[src/rtl/icache_pkg.sv]
// Shared types and constants for the direct-mapped instruction cache.
package icache_pkg;

    typedef enum logic [1:0] {
        IDLE       = 2'd0,
        MEM_READ   = 2'd1,
        WRITE_LINE = 2'd2
    } state_t;

    localparam int LINE_W       = 128;
    localparam int BLOCK_ADDR_W = 28;
    localparam int WORD_SEL_W   = 2;

    function automatic logic [31:0] line_word(input logic [LINE_W-1:0] line,
                                              input logic [WORD_SEL_W-1:0] sel);
        return line[32*sel +: 32];
    endfunction

endpackage

[src/rtl/icache_line_store.sv]
// Valid/tag/data storage for the direct-mapped cache: one write port, one
// combinational read port with tag compare and word select.
module icache_line_store
    import icache_pkg::*;
#(
    parameter int NUM_SETS = 8,
    parameter int INDEX_W  = 3,
    parameter int TAG_W    = 25
) (
    input  logic                  clock,
    input  logic                  reset,
    input  logic [INDEX_W-1:0]    rd_index,
    input  logic [TAG_W-1:0]      rd_tag,
    input  logic [WORD_SEL_W-1:0] rd_word_sel,
    output logic                  rd_hit,
    output logic [31:0]           rd_word,
    input  logic                  wr_en,
    input  logic [INDEX_W-1:0]    wr_index,
    input  logic [TAG_W-1:0]      wr_tag,
    input  logic [LINE_W-1:0]     wr_data,
    input  logic                  wr_valid,
    input  logic                  inval_all
);

    logic [NUM_SETS-1:0] valid_reg;
    logic [TAG_W-1:0]    tag_mem  [NUM_SETS];
    logic [LINE_W-1:0]   data_mem [NUM_SETS];

    // Tag and data are never reset; the valid bits alone qualify them.
    always_ff @(posedge clock) begin
        if (wr_en) begin
            tag_mem[wr_index]  <= wr_tag;
            data_mem[wr_index] <= wr_data;
        end
    end

    generate
        for (genvar gi = 0; gi < NUM_SETS; gi++) begin : g_valid
            logic valid_bit_reg;

            // A bulk invalidate wins over a same-edge install.
            always_ff @(posedge clock or posedge reset) begin
                if (reset)
                    valid_bit_reg <= 1'b0;
                else if (inval_all)
                    valid_bit_reg <= 1'b0;
                else if (wr_en && (wr_index == INDEX_W'(gi)))
                    valid_bit_reg <= wr_valid;
            end

            assign valid_reg[gi] = valid_bit_reg;
        end
    endgenerate

    assign rd_hit  = valid_reg[rd_index] && (tag_mem[rd_index] == rd_tag);
    assign rd_word = line_word(data_mem[rd_index], rd_word_sel);

endmodule

[src/rtl/icache_dm_controller.sv]
// Direct-mapped instruction cache controller: zero-wait hits, 16-byte block
// refill from byte-serial memory, flush support and saturating hit/miss counters.
module icache_dm_controller
    import icache_pkg::*;
#(
    parameter int NUM_SETS = 8,
    parameter int INDEX_W  = 3,
    parameter int TAG_W    = 28 - INDEX_W,
    parameter int CNT_W    = 16
) (
    input  logic                    clock,
    input  logic                    reset,
    input  logic                    cpu_read,
    input  logic [31:0]             cpu_address,
    input  logic                    flush,
    output logic [31:0]             cpu_instruction,
    output logic                    cpu_busywait,
    output logic                    mem_read,
    output logic [BLOCK_ADDR_W-1:0] mem_address,
    input  logic [LINE_W-1:0]       mem_readdata,
    input  logic                    mem_busywait,
    output logic [CNT_W-1:0]        hit_count,
    output logic [CNT_W-1:0]        miss_count
);

    localparam logic [CNT_W-1:0] CNT_MAX = '1;

    state_t                  state_reg, state_next;
    logic [BLOCK_ADDR_W-1:0] miss_addr_reg, miss_addr_next;
    logic                    flush_pending_reg, flush_pending_next;
    logic [CNT_W-1:0]        hit_count_reg, hit_count_next;
    logic [CNT_W-1:0]        miss_count_reg, miss_count_next;

    logic                    hit;
    logic [31:0]             hit_word;
    logic                    wr_en;
    logic                    wr_valid;
    logic                    inval_all;
    logic                    addr_lsb_unused;

    assign addr_lsb_unused = ^cpu_address[1:0];

    icache_line_store #(
        .NUM_SETS (NUM_SETS),
        .INDEX_W  (INDEX_W),
        .TAG_W    (TAG_W)
    ) u_line_store (
        .clock       (clock),
        .reset       (reset),
        .rd_index    (cpu_address[3+INDEX_W:4]),
        .rd_tag      (cpu_address[31:4+INDEX_W]),
        .rd_word_sel (cpu_address[3:2]),
        .rd_hit      (hit),
        .rd_word     (hit_word),
        .wr_en       (wr_en),
        .wr_index    (miss_addr_reg[INDEX_W-1:0]),
        .wr_tag      (miss_addr_reg[BLOCK_ADDR_W-1 -: TAG_W]),
        .wr_data     (mem_readdata),
        .wr_valid    (wr_valid),
        .inval_all   (inval_all)
    );

    always_ff @(posedge clock or posedge reset) begin
        if (reset) begin
            state_reg         <= IDLE;
            miss_addr_reg     <= '0;
            flush_pending_reg <= 1'b0;
            hit_count_reg     <= '0;
            miss_count_reg    <= '0;
        end else begin
            state_reg         <= state_next;
            miss_addr_reg     <= miss_addr_next;
            flush_pending_reg <= flush_pending_next;
            hit_count_reg     <= hit_count_next;
            miss_count_reg    <= miss_count_next;
        end
    end

    always_comb begin
        state_next         = state_reg;
        miss_addr_next     = miss_addr_reg;
        flush_pending_next = flush_pending_reg;
        hit_count_next     = hit_count_reg;
        miss_count_next    = miss_count_reg;
        cpu_busywait       = 1'b0;
        mem_read           = 1'b0;
        wr_en              = 1'b0;
        wr_valid           = 1'b0;
        inval_all          = 1'b0;

        case (state_reg)
            IDLE: begin
                // A flush stalls the fetch for this cycle; the retry then misses.
                cpu_busywait = cpu_read && (!hit || flush);
                if (flush) begin
                    inval_all = 1'b1;
                end else if (cpu_read && hit) begin
                    if (hit_count_reg != CNT_MAX)
                        hit_count_next = hit_count_reg + 1'b1;
                end else if (cpu_read) begin
                    miss_addr_next = cpu_address[31:4];
                    if (miss_count_reg != CNT_MAX)
                        miss_count_next = miss_count_reg + 1'b1;
                    state_next = MEM_READ;
                end
            end

            MEM_READ: begin
                cpu_busywait = 1'b1;
                mem_read     = 1'b1;
                if (flush)
                    flush_pending_next = 1'b1;
                if (!mem_busywait)
                    state_next = WRITE_LINE;
            end

            WRITE_LINE: begin
                // Last byte lands one edge after busywait drops, so install here.
                cpu_busywait       = 1'b1;
                wr_en              = 1'b1;
                inval_all          = flush_pending_reg || flush;
                wr_valid           = !(flush_pending_reg || flush);
                flush_pending_next = 1'b0;
                state_next         = IDLE;
            end

            default: state_next = IDLE;
        endcase
    end

    assign cpu_instruction = hit ? hit_word : 32'h0;
    assign mem_address     = miss_addr_reg;
    assign hit_count       = hit_count_reg;
    assign miss_count      = miss_count_reg;

endmodule
[config.mk]
export PLATFORM = sky130hd
export DESIGN_NAME = icache_dm_controller
export DESIGN_NICKNAME = d
export VERILOG_FILES = /design/src/rtl/icache_pkg.sv /design/src/rtl/icache_line_store.sv /design/src/rtl/icache_dm_controller.sv
export SDC_FILE = /design/constraint.sdc
export NUM_CORES = 1
export LEC_CHECK = 0
export CORE_MARGIN = 2
export CORE_UTILIZATION = 50
export CTS_CLUSTER_DIAMETER = 80
export DETAILED_ROUTE_END_ITERATION = 12
export PLACE_DENSITY = 0.68
export SYNTH_ARGS = -nofsm -noshare
export SYNTH_HDL_FRONTEND = slang
export SYNTH_SLANG_ARGS = --single-unit
export TNS_END_PERCENT = 50
[constraint.sdc]
create_clock -name clock -period 22 [get_ports clock]
set_input_delay 3.3 -clock clock [delete_from_list [all_inputs] [get_ports clock]]
set_output_delay 3.3 -clock clock [all_outputs]
set_load 0.005 [all_outputs]
== Word level (Yosys, flattened, before mapping) ==
Memory sizes are Yosys's and may differ from the RTL's.
Cells that the tools add are included.
Storage, ports and cells
  memories kept: 2
  memory bits (writable): 1224
  output and inout bits: 94
  bits of input ports: 165
  register bits: 71
Operators by class
  shifts and indexed selects: 1
  equal/unequal tests: 17
  order comparisons: 1
  mux-type cells: 34
  add/sub/neg operators: 2
  reductions and logical operators: 32
  bitwise logic cells: 2
Memories
  u_line_store.data_mem: words 8, width 128, read ports 1, clocked after Yosys merged registers in 0, wr ports 1, RTL line icache_line_store.sv:27  | logic [LINE_W-1:0] data_mem [NUM_SETS];
  u_line_store.tag_mem: words 8, width 25, read ports 1, clocked after Yosys merged registers in 0, wr ports 1, RTL line icache_line_store.sv:26  | logic [TAG_W-1:0] tag_mem [NUM_SETS];
Operators by type and width (count)
  variable part select 128 x 8 -> 32 bit: 1
  adder 16 x 1 -> 16 bit, second input constant: 2
  two-way mux 32 bit: 1
  inequality test 16 bit, second input constant: 2
  == test 25 bit: 1
  two-way mux 1 bit: 24
  nonzero test 2 bit: 9
  == test 3 bit, second input constant: 4
  AND reduction 4 bit: 3
  logical AND 1 bit: 11
  inequality test 2 bit, second input constant: 5
  two-way mux 2 bit: 4
  == test 3 x 2 -> 1 bit, second input constant: 2
  case mux 1 bit (2 select lines): 3
  AND reduction 5 bit: 1
  < comparator 3 x 4 -> 1 bit, second input constant: 1
  case mux 2 bit (2 select lines): 1
  binary-select mux 1 bit (select 3 bit): 1
  == test 3 x 1 -> 1 bit, second input constant: 1
  zero test 3 bit: 1
  == test 2 x 1 -> 1 bit, second input constant: 1
  == test 2 bit, second input constant: 1
  zero test 1 bit: 2
  zero test 2 bit: 1
  4 further kinds: 6

== Longest topological paths before layout ==
Gate-level depths: netlist of the first run.
  word-level depth: 7
  depth in mapped cells: 14
  mapped depth without buffers: 8

== By module ==
A second synthesis of the first run with hierarchy kept.
Second synthesis, totals
  cell total of the unflattened synthesis: 2116
  area, all modules: 50034.2 um^2
Modules (own cells, without submodules)
  icache_line_store: area an instance 46883.7 um^2, cells each 1840, sequential area each 36955.4 um^2, times used 1
  icache_dm_controller: area an instance 3150.5 um^2, cells each 276, sequential area each 1576.5 um^2, times used 1

== Least setup slack after synthesis of the first run ==
Ideal clock, no wire load.
  path kind: register to register
  from: reg state_reg[0]
  to: mem u_line_store.data_mem[0][0], enable pin
  path buffers: 0
  arrival: 11139 ps
  data required time: 21145 ps
  cell stages (with the launch flop): 5
  clock period less this slack: 11994 ps
  path slack: 10006 ps
  setup time: 855 ps
  cells stage by stage: dfrtp_1 > inv_1 > ha_1 > nand2b_1 > nor3_1
Between the ends
  cells in the longest elaborated chain, start to end: 4
Ends and longest elaborated chain
  start, declared: RTL line icache_dm_controller.sv:28  | state_t state_reg, state_next;
  start signal, assigned: RTL line icache_dm_controller.sv:71  | state_reg <= state_next;
  == test 2 bit: RTL line icache_dm_controller.sv:91  | case (state_reg)
  two-way mux 1 bit: RTL line icache_dm_controller.sv:91
  two-way mux 1 bit: RTL line icache_line_store.sv:31  | if (wr_en) begin
  two-way mux 1 bit (implied by the code): RTL line icache_line_store.sv:33  | data_mem[wr_index] <= wr_data;
  end, declared: RTL line icache_line_store.sv:27
Every way passes these cells.

== Final worst setup path of the first run ==
  from: in cpu_address[5]
  to: out cpu_busywait
Between the ends
  cells in the longest elaborated chain, start to end: 7
  elaborated cells on any way between the ends: 9
  those cells by class: eq/ne: 1; mux: 3; reduce/logical: 4; memory: 1
Ends and longest elaborated chain
  start, declared: RTL line icache_dm_controller.sv:14  | input logic [31:0] cpu_address,
  memory (8 x 25 bit) / binary-select mux 1 bit (select 3 bit) (equally long branches)
  == test 25 bit / two-way mux 1 bit (equally long branches): RTL line icache_line_store.sv:55  | assign rd_hit = valid_reg[rd_index] && (tag_mem[rd_index] == rd_tag);
  logical AND 1 bit *: RTL line icache_line_store.sv:55
  zero test 1 bit *: RTL line icache_dm_controller.sv:94  | cpu_busywait = cpu_read && (!hit || flush);
  logical OR 1 bit *: RTL line icache_dm_controller.sv:94
  logical AND 1 bit *: RTL line icache_dm_controller.sv:94
  case mux 1 bit (2 select lines) *: RTL line icache_dm_controller.sv:91
  end, declared: RTL line icache_dm_controller.sv:17  | output logic cpu_busywait,
Every way passes the cells marked *; elsewhere a longest branch is shown, timed or not. The select of a mux whose other input is x is not followed.

==> results of run 1 <==
power by group through the flow:
stage | logic, mW | clock network [mW] | registers (mW)
final | 0.582 | 2.17 | 3.11
after global routing | 0.626 | 2.32 | 3.14
after CTS | 0.596 | 2.22 | 3.12
after detailed placement | 0.592 | 0 | 3.17
after global placement | 0.583 | 0 | 3.14
after floorplan | 0.319 | 0 | 3.17
stage by stage:
step / setup slack, ns / area (um^2) / utilization, %
global route: 9.371 / 58230 / 59.00
finish: 9.917 / 58240 / 59.00
detailed placement: 9.819 / 53980 / 54.69
floorplan: 10.01 / 49890 / -
CTS: 9.826 / 58210 / 58.98
global placement: 9.842 / 53980 / 54.69
routing by layer:
layer	global-route usage, %	vias up
li1	-	9727
met1	28.48	12090
met2	33.92	747
met3	4.692	172
met4	6.698	28
met5	0	-
logic make-up after synthesis:
family | after synthesis | share of synthesized area [%]
flops | 1295 | 77.23
xor+xnor | 49 | 0.8602
compound gates | 28 | 0.3963
mux | 463 | 18.50
buf+inv | 111 | 1.001
fa+ha+maj | 6 | 0.1505
simple gates | 182 | 1.858
cell usage in the layout (no fill, tap or decap), drive strengths merged, types with 3 or more instances in the layout:
cell and count:
a21oi 8, a22oi 5, buf 46, bufinv 11, clkbuf 172, clkdlybuf4s50 251, clkinv 41, clkinvlp 3
dfrtp 71, diode 9, edfxtp 1224, ha 6, inv 15, mux2 31, mux2i 68, mux4 364
nand2 24, nand2b 7, nand3 15, nand4 16, nor2 71, nor2b 3, nor3 8, nor4 11
or2 3, or4 6, xnor2 18, xor2 31
worst paths after layout:
check                                     from                      endpoint  slack (ns)
worst max-delay path            cpu_address[5]                  cpu_busywait        9.92
worst min-delay path             miss_count[9]                 miss_count[9]        0.49
worst max register to register    state_reg[0]  u_line_store.data_mem[1][67]       18.02
worst min register to register   miss_count[9]                 miss_count[9]        0.49
max in group asynchronous                reset                mem_address[5]       18.10
min in group asynchronous                reset                 miss_count[5]        3.22
worst max-delay path: stages:
cell and delay, ns:
buf_8 0.72, buf_4 0.83, buf_4 0.70, mux4_2 0.58
mux2i_1 0.24, xor2_1 0.35, o2111a_1 0.24, nand4_1 0.14
nor4_4 0.78, a211oi_1 0.16, clkdlybuf4s50_1 0.52
area by class of cell:
class	count	area [um^2]
Tap cell	1287	1610
Timing Repair Buffer	297	2887
Antenna cell	9	22.52
Fill cell	6923	40470
Clock buffer	172	3601
Sequential cell	1295	38530
Inverter	10	37.54
Clock inverter	60	631.9
Multi-Input combinational cell	728	10920
==> impl_results.md, run 1 <==
- Worst VDD drop: between 0.06 and 0.07 mV
- Residual DRC: 0
- Vias in the first global route: 24420
- Post-synth top area share: approximately three quarters
- Vias per inst: 5.901
- CTS root buf: clkbuf_16
- Outcome: complete, no violations
- DR WL met2: 51950 um
- Final Skew: 0.02359 ns
- Synth cell types: 52
- PwrDens: slightly above 100 nW/um^2
- # setup viols final: 0
- Number of flip-flops in the largest register: 1024
- Crit path required time: 18.70 ns
- Post_cts resized: 0
- Cells on worst reg2reg path: 6
- Fin crit period: 12.08 ns
- Initial antenna violation count: 24
- Die Y: 319.9 um
- Uppermost routed layer: met5
- Io pins: around 260
- Tightest Pin Transition: 1.116 ns
- Placed insts: approximately 3600
- Synth async-reset ratio: 5.483%
- Max clock buf depth: 3
- Clk sinks: 1295
- Routed vias: 22770
- DRT Wirelength: 104600 um
- Final worst path period share: 54.92%
- Global-route wire length before repair: 157000 um
- Yosys top cell by area: edfxtp_1
- Initial Util: between 50% and 60%
- Std cell rows: around 120
- Die width: 319.9 um
- RSZ-0062 raised after global routing: no
- Num CTS Buffers: 133
- Later-pin clock latency in the skew report: 0.74 ns
- Top cells by area, synth: edfxtp_1, mux4_2, dfrtp_1
- Gpl congestion: about 0.77
- Post-detailed-route count of antenna-violating nets: 0
- Non-filler cells, final: slightly below 4000
- Synth Flop Type: edfxtp_1
- Sequential Power Share: between 50% and 60%
- Element type at the critical path start: input pin
- CP Class: input pin to output port
- Core area: 98710 um^2
- Post-CTS Hold Fix Bufs: 0
- GR Overflow Total: 0
- Setup Buffers After CTS: 0
- Combinational power share: 9.9%
- Critical path arrival: 8.78 ns
- Total track usage: a little over a fifth
- Register area share after synthesis: 77.23%
- Rel. slew slack: 25.45%
- Leak pwr: 18.69 nW
- Psw: 1.323 mW
- Syn Inst Count: 2134
- Number of enable flip-flop cells after synthesis: 1224
- WL met3: 6928 um
- Yosys reg bits: 1295
- Hold-critical path depth: 1
- Starting DRC count in detailed routing: 2155
- Dpl hpwl: 56850 um
- Synthesized net count: 2305
- Register bank with the most flops: u_line_store.data_mem
- Worst Hold Class: flop to flop
- CTS tree: yes
- Hold Slack: 0.4895 ns
- Top-count cell post-synth: edfxtp_1
- Worst Path Max Fanout: about 120
- Highest Clock Rate: 82.76 MHz
- Largest net degree at the start of global routing: 120
- Die area: 102300 um^2
- Worst-path clk slew: 0.05 ns
- Nets: 2636
- Post-Syn Area: roughly 50000 um^2
- Switch share: a little under a quarter
- Post-synth top cells: edfxtp_1, mux4_2, dfrtp_1
- Final Hold Viols: 0
- Syn Area/Cell: 23.38 um^2
- Layout cell share with drive strength beyond 1: 23.93%
- DR pass1 iterations: 5
- Post-Route M1 WL: 43170 um
- Max_cap viols: 0
- Overall Power: 5.870 mW
- Syn-to-layout area delta: 16.73%
- Critical path endpoint category: output port
- TNS Setup: 0 ns
- Wirelength per Cell: 27.11 um
- Port Buffers: 256
- Final Slew Violations: 0
- Proportion of power drawn by the clock network: 37.0%
- Internal Pwr Total: 4.547 mW
- YS warnings: 0
- H-tree depth: 4
No activity file was read; power rests on OpenSTA's default activity.
==> inputs of run 2 (changes only) <==
- PLACE_DENSITY: 0.68 -> 0.71
- clock period: 22 -> 10.1 ns (I/O delays scaled with it)
==> impl_results.md, run 2 (synthesis gave the netlist of run 1 again) <==
- Outcome: complete, no violations
- Nets: 2637 (+0.038%)
- Final Hold Viols: 0 (unchanged)
- Final Skew: 0.02125 ns (-0.002337 ns)
- Worst Path Max Fanout: 80 (-33%)
- Routing usage on met3: 4.274% (-0.42 points)
- Layout cell share with drive strength beyond 1: 24.16% (+0.24 points)
- Tightest Pin Transition: 1.112 ns (-0.003396 ns)
- Global-route wire length before repair: 155900 um (-0.73%)
- Critical path arrival: 5.66 ns (-3.12 ns)
- # setup viols final: 0 (unchanged)
- Io pins: 259 (unchanged)
- Largest net degree at the start of global routing: 136 (+13%)
- Post-CTS Hold Fix Bufs: 0 (unchanged)
- Vias per inst: 5.978 (+1.3%)
- Residual DRC: 0 (unchanged)
- RSZ-0062 raised after global routing: no
- Max clock buf depth: 3 (unchanged)
- Core area: 98710 um^2 (unchanged)
- Most frequent cells in the layout: edfxtp_1, mux4_2, clkdlybuf4s50_1
- Initial Util: 50.55% (unchanged)
- H-tree depth: 4 (unchanged)
- Syn-to-layout area delta: 16.97%
- Final Slew Violations: 0 (unchanged)
- CP cell instances: buf_8, mux4_2, mux2i_1, xor2_1, o2111ai_1, nor4b_1, nand4_1, buf_4, nor2_1, clkdlybuf4s50_1
- Met2 usage: 33.22% (-0.70 points)
- Met1 Use GR: 28.77% (+0.30 points)
- Vias in the first global route: 24350 (-0.32%)
- Worst VDD drop: 0.1263 mV (+83%)
- Design area: 58360 um^2 (+0.21%)
- Port Buffers: 256 (unchanged)
- Setup Buffers After CTS: 0 (unchanged)
- Gpl congestion: 0.7926 (+2.3%)
- TNS Setup: 0 ns (unchanged)
- Max_cap viols: 0 (unchanged)
- Starting DRC count in detailed routing: 2470 (+15%)
- Placement Cell Area: 54040 um^2 (+0.11%)
- DR pass1 iterations: 8 (+3)
- Worst Hold Class: flop to flop
- Register bank with the most flops: u_line_store.data_mem
- CTS root buf: clkbuf_16
- Setup WS pre-CTS: 2.813 ns (-7.006 ns)
- PwrDens: 219.4 nW/um^2 (+120%)
- Crit path required time: 8.59 ns (-10.11 ns)
- Element type at the critical path start: input pin
- Commonest non-fill, non-tap cell in the layout: edfxtp_1
- Initial antenna violation count: 20 (-17%)
- Final setup margin: 2.926 ns (-6.991 ns)
- Clk sinks: 1295 (unchanged)
- Num CTS Buffers: 136 (+2.3%)
- Final worst path period share: a little under three quarters
- Placed insts: 3615 (-0.055%)
- Non-filler cells, final: 3866 (+0.21%)
- Std cell rows: 115 (unchanged)
- Critical path endpoint category: output port
- Post-detailed-route count of antenna-violating nets: 0 (unchanged)
- Rel. slew slack: 25.35% (-0.095 points)
- Most used routing layer in global routing: met2
- Overall Power: 12.80 mW (+120%)
- Die area: 102300 um^2 (unchanged)
- Layout filler cell count: 6895 (-0.40%)
- Dpl hpwl: 55550 um (-2.3%)
- Number of flip-flops in the largest register: 1024 (unchanged)
- CP Class: input pin to output port
- Die Y: 319.9 um (unchanged)
- GR Overflow Total: 0 (unchanged)
- DRT Wirelength: 103700 um (-0.84%)
- Critical Path Slowest Stage Cell: buf_8
- Die width: 319.9 um (unchanged)
- Worst-path clk slew: 0.06 ns (about the same)
- Later-pin clock latency in the skew report: 0.72 ns (-0.02 ns)
- Wirelength per Cell: 26.83 um (-1.0%)
- Leak pwr: 18.74 nW (+0.28%)
- Total track usage: 20.61% (-0.29 points)
- Max incr delay on CP: 0.61 ns (-0.22 ns)
- Highest Clock Rate: roughly 140 MHz
- Routed vias: 23110 (+1.5%)
- CTS tree: yes
- Fin crit period: approximately 7 ns
- Post_cts resized: 0 (unchanged)
## run 2: cell count changes in the layout (fill, tap and decap cells not counted), moves of 4 or more
cell,delta
clkinv_1,+8
clkinv_2,+6
inv_16,+4
clkbuf_1,-8
buf_4,-7
buf_12,+5
bufinv_16,-4
## run 2: final timing paths
kind,end,slack (ns),cells past startpoint,from
min,hit_count[10],0.50,1,hit_count[10]
min in group asynchronous,hit_count[13],1.43,3,reset
min reg2reg,hit_count[10],0.50,1,hit_count[10]
max reg2reg,hit_count[15],6.11,10,u_line_store.tag_mem[3][9]
max,cpu_instruction[15],2.93,10,cpu_address[4]
max in group asynchronous,mem_address[8],8.02,3,reset
## run 2: final cells by class
type | count | area (um^2) | area share (%)
Antenna cell | 9 | 22.52 | 0.03859
Clock buffer | 167 | 3623 | 6.209
Clock inverter | 75 | 669.4 | 1.147
Inverter | 10 | 37.54 | 0.06432
Multi-Input combinational cell | 728 | 10930 | 18.73
Sequential cell | 1295 | 38530 | 66.03
Tap cell | 1287 | 1610 | 2.759
Timing Repair Buffer | 295 | 2934 | 5.028
## run 2: power by group
| group | total, mW | switching, mW | leakage (nW) | internal [mW] |
|---|---|---|---|---|
| Combinational | 1.27 | 0.689 | 4.71 | 0.577 |
| Clock | 4.75 | 2.00 | 2.09 | 2.75 |
| Sequential | 6.79 | 0.254 | 11.9 | 6.53 |
| Total | 12.8 | 2.94 | 18.7 | 9.86 |
## run 2: stage by stage
step	hold slack, ns	utilization (%)
after CTS	0.5025	59.10
after detailed placement	0.4905	54.75
after global placement	0.4753	54.75
after global routing	0.5127	59.11
final	0.4962	59.12
after floorplan	0.4608	-
## run 2: critical path: cells and delay by family
family | cells | cell delay, ns
buf+inv | 3 | 1.61
mux | 2 | 0.76
simple gates | 3 | 1.11
xor+xnor | 1 | 0.36
compound gates | 1 | 0.17
## run 2: layer usage
| layer | wire length (um) | part of all wire [%] |
|---|---|---|
| met1 | 42920 | 41 |
| met2 | 51510 | 50 |
| met3 | 7190 | 6.9 |
| met4 | 1966 | 1.9 |
| met5 | 131 | 0.13 |
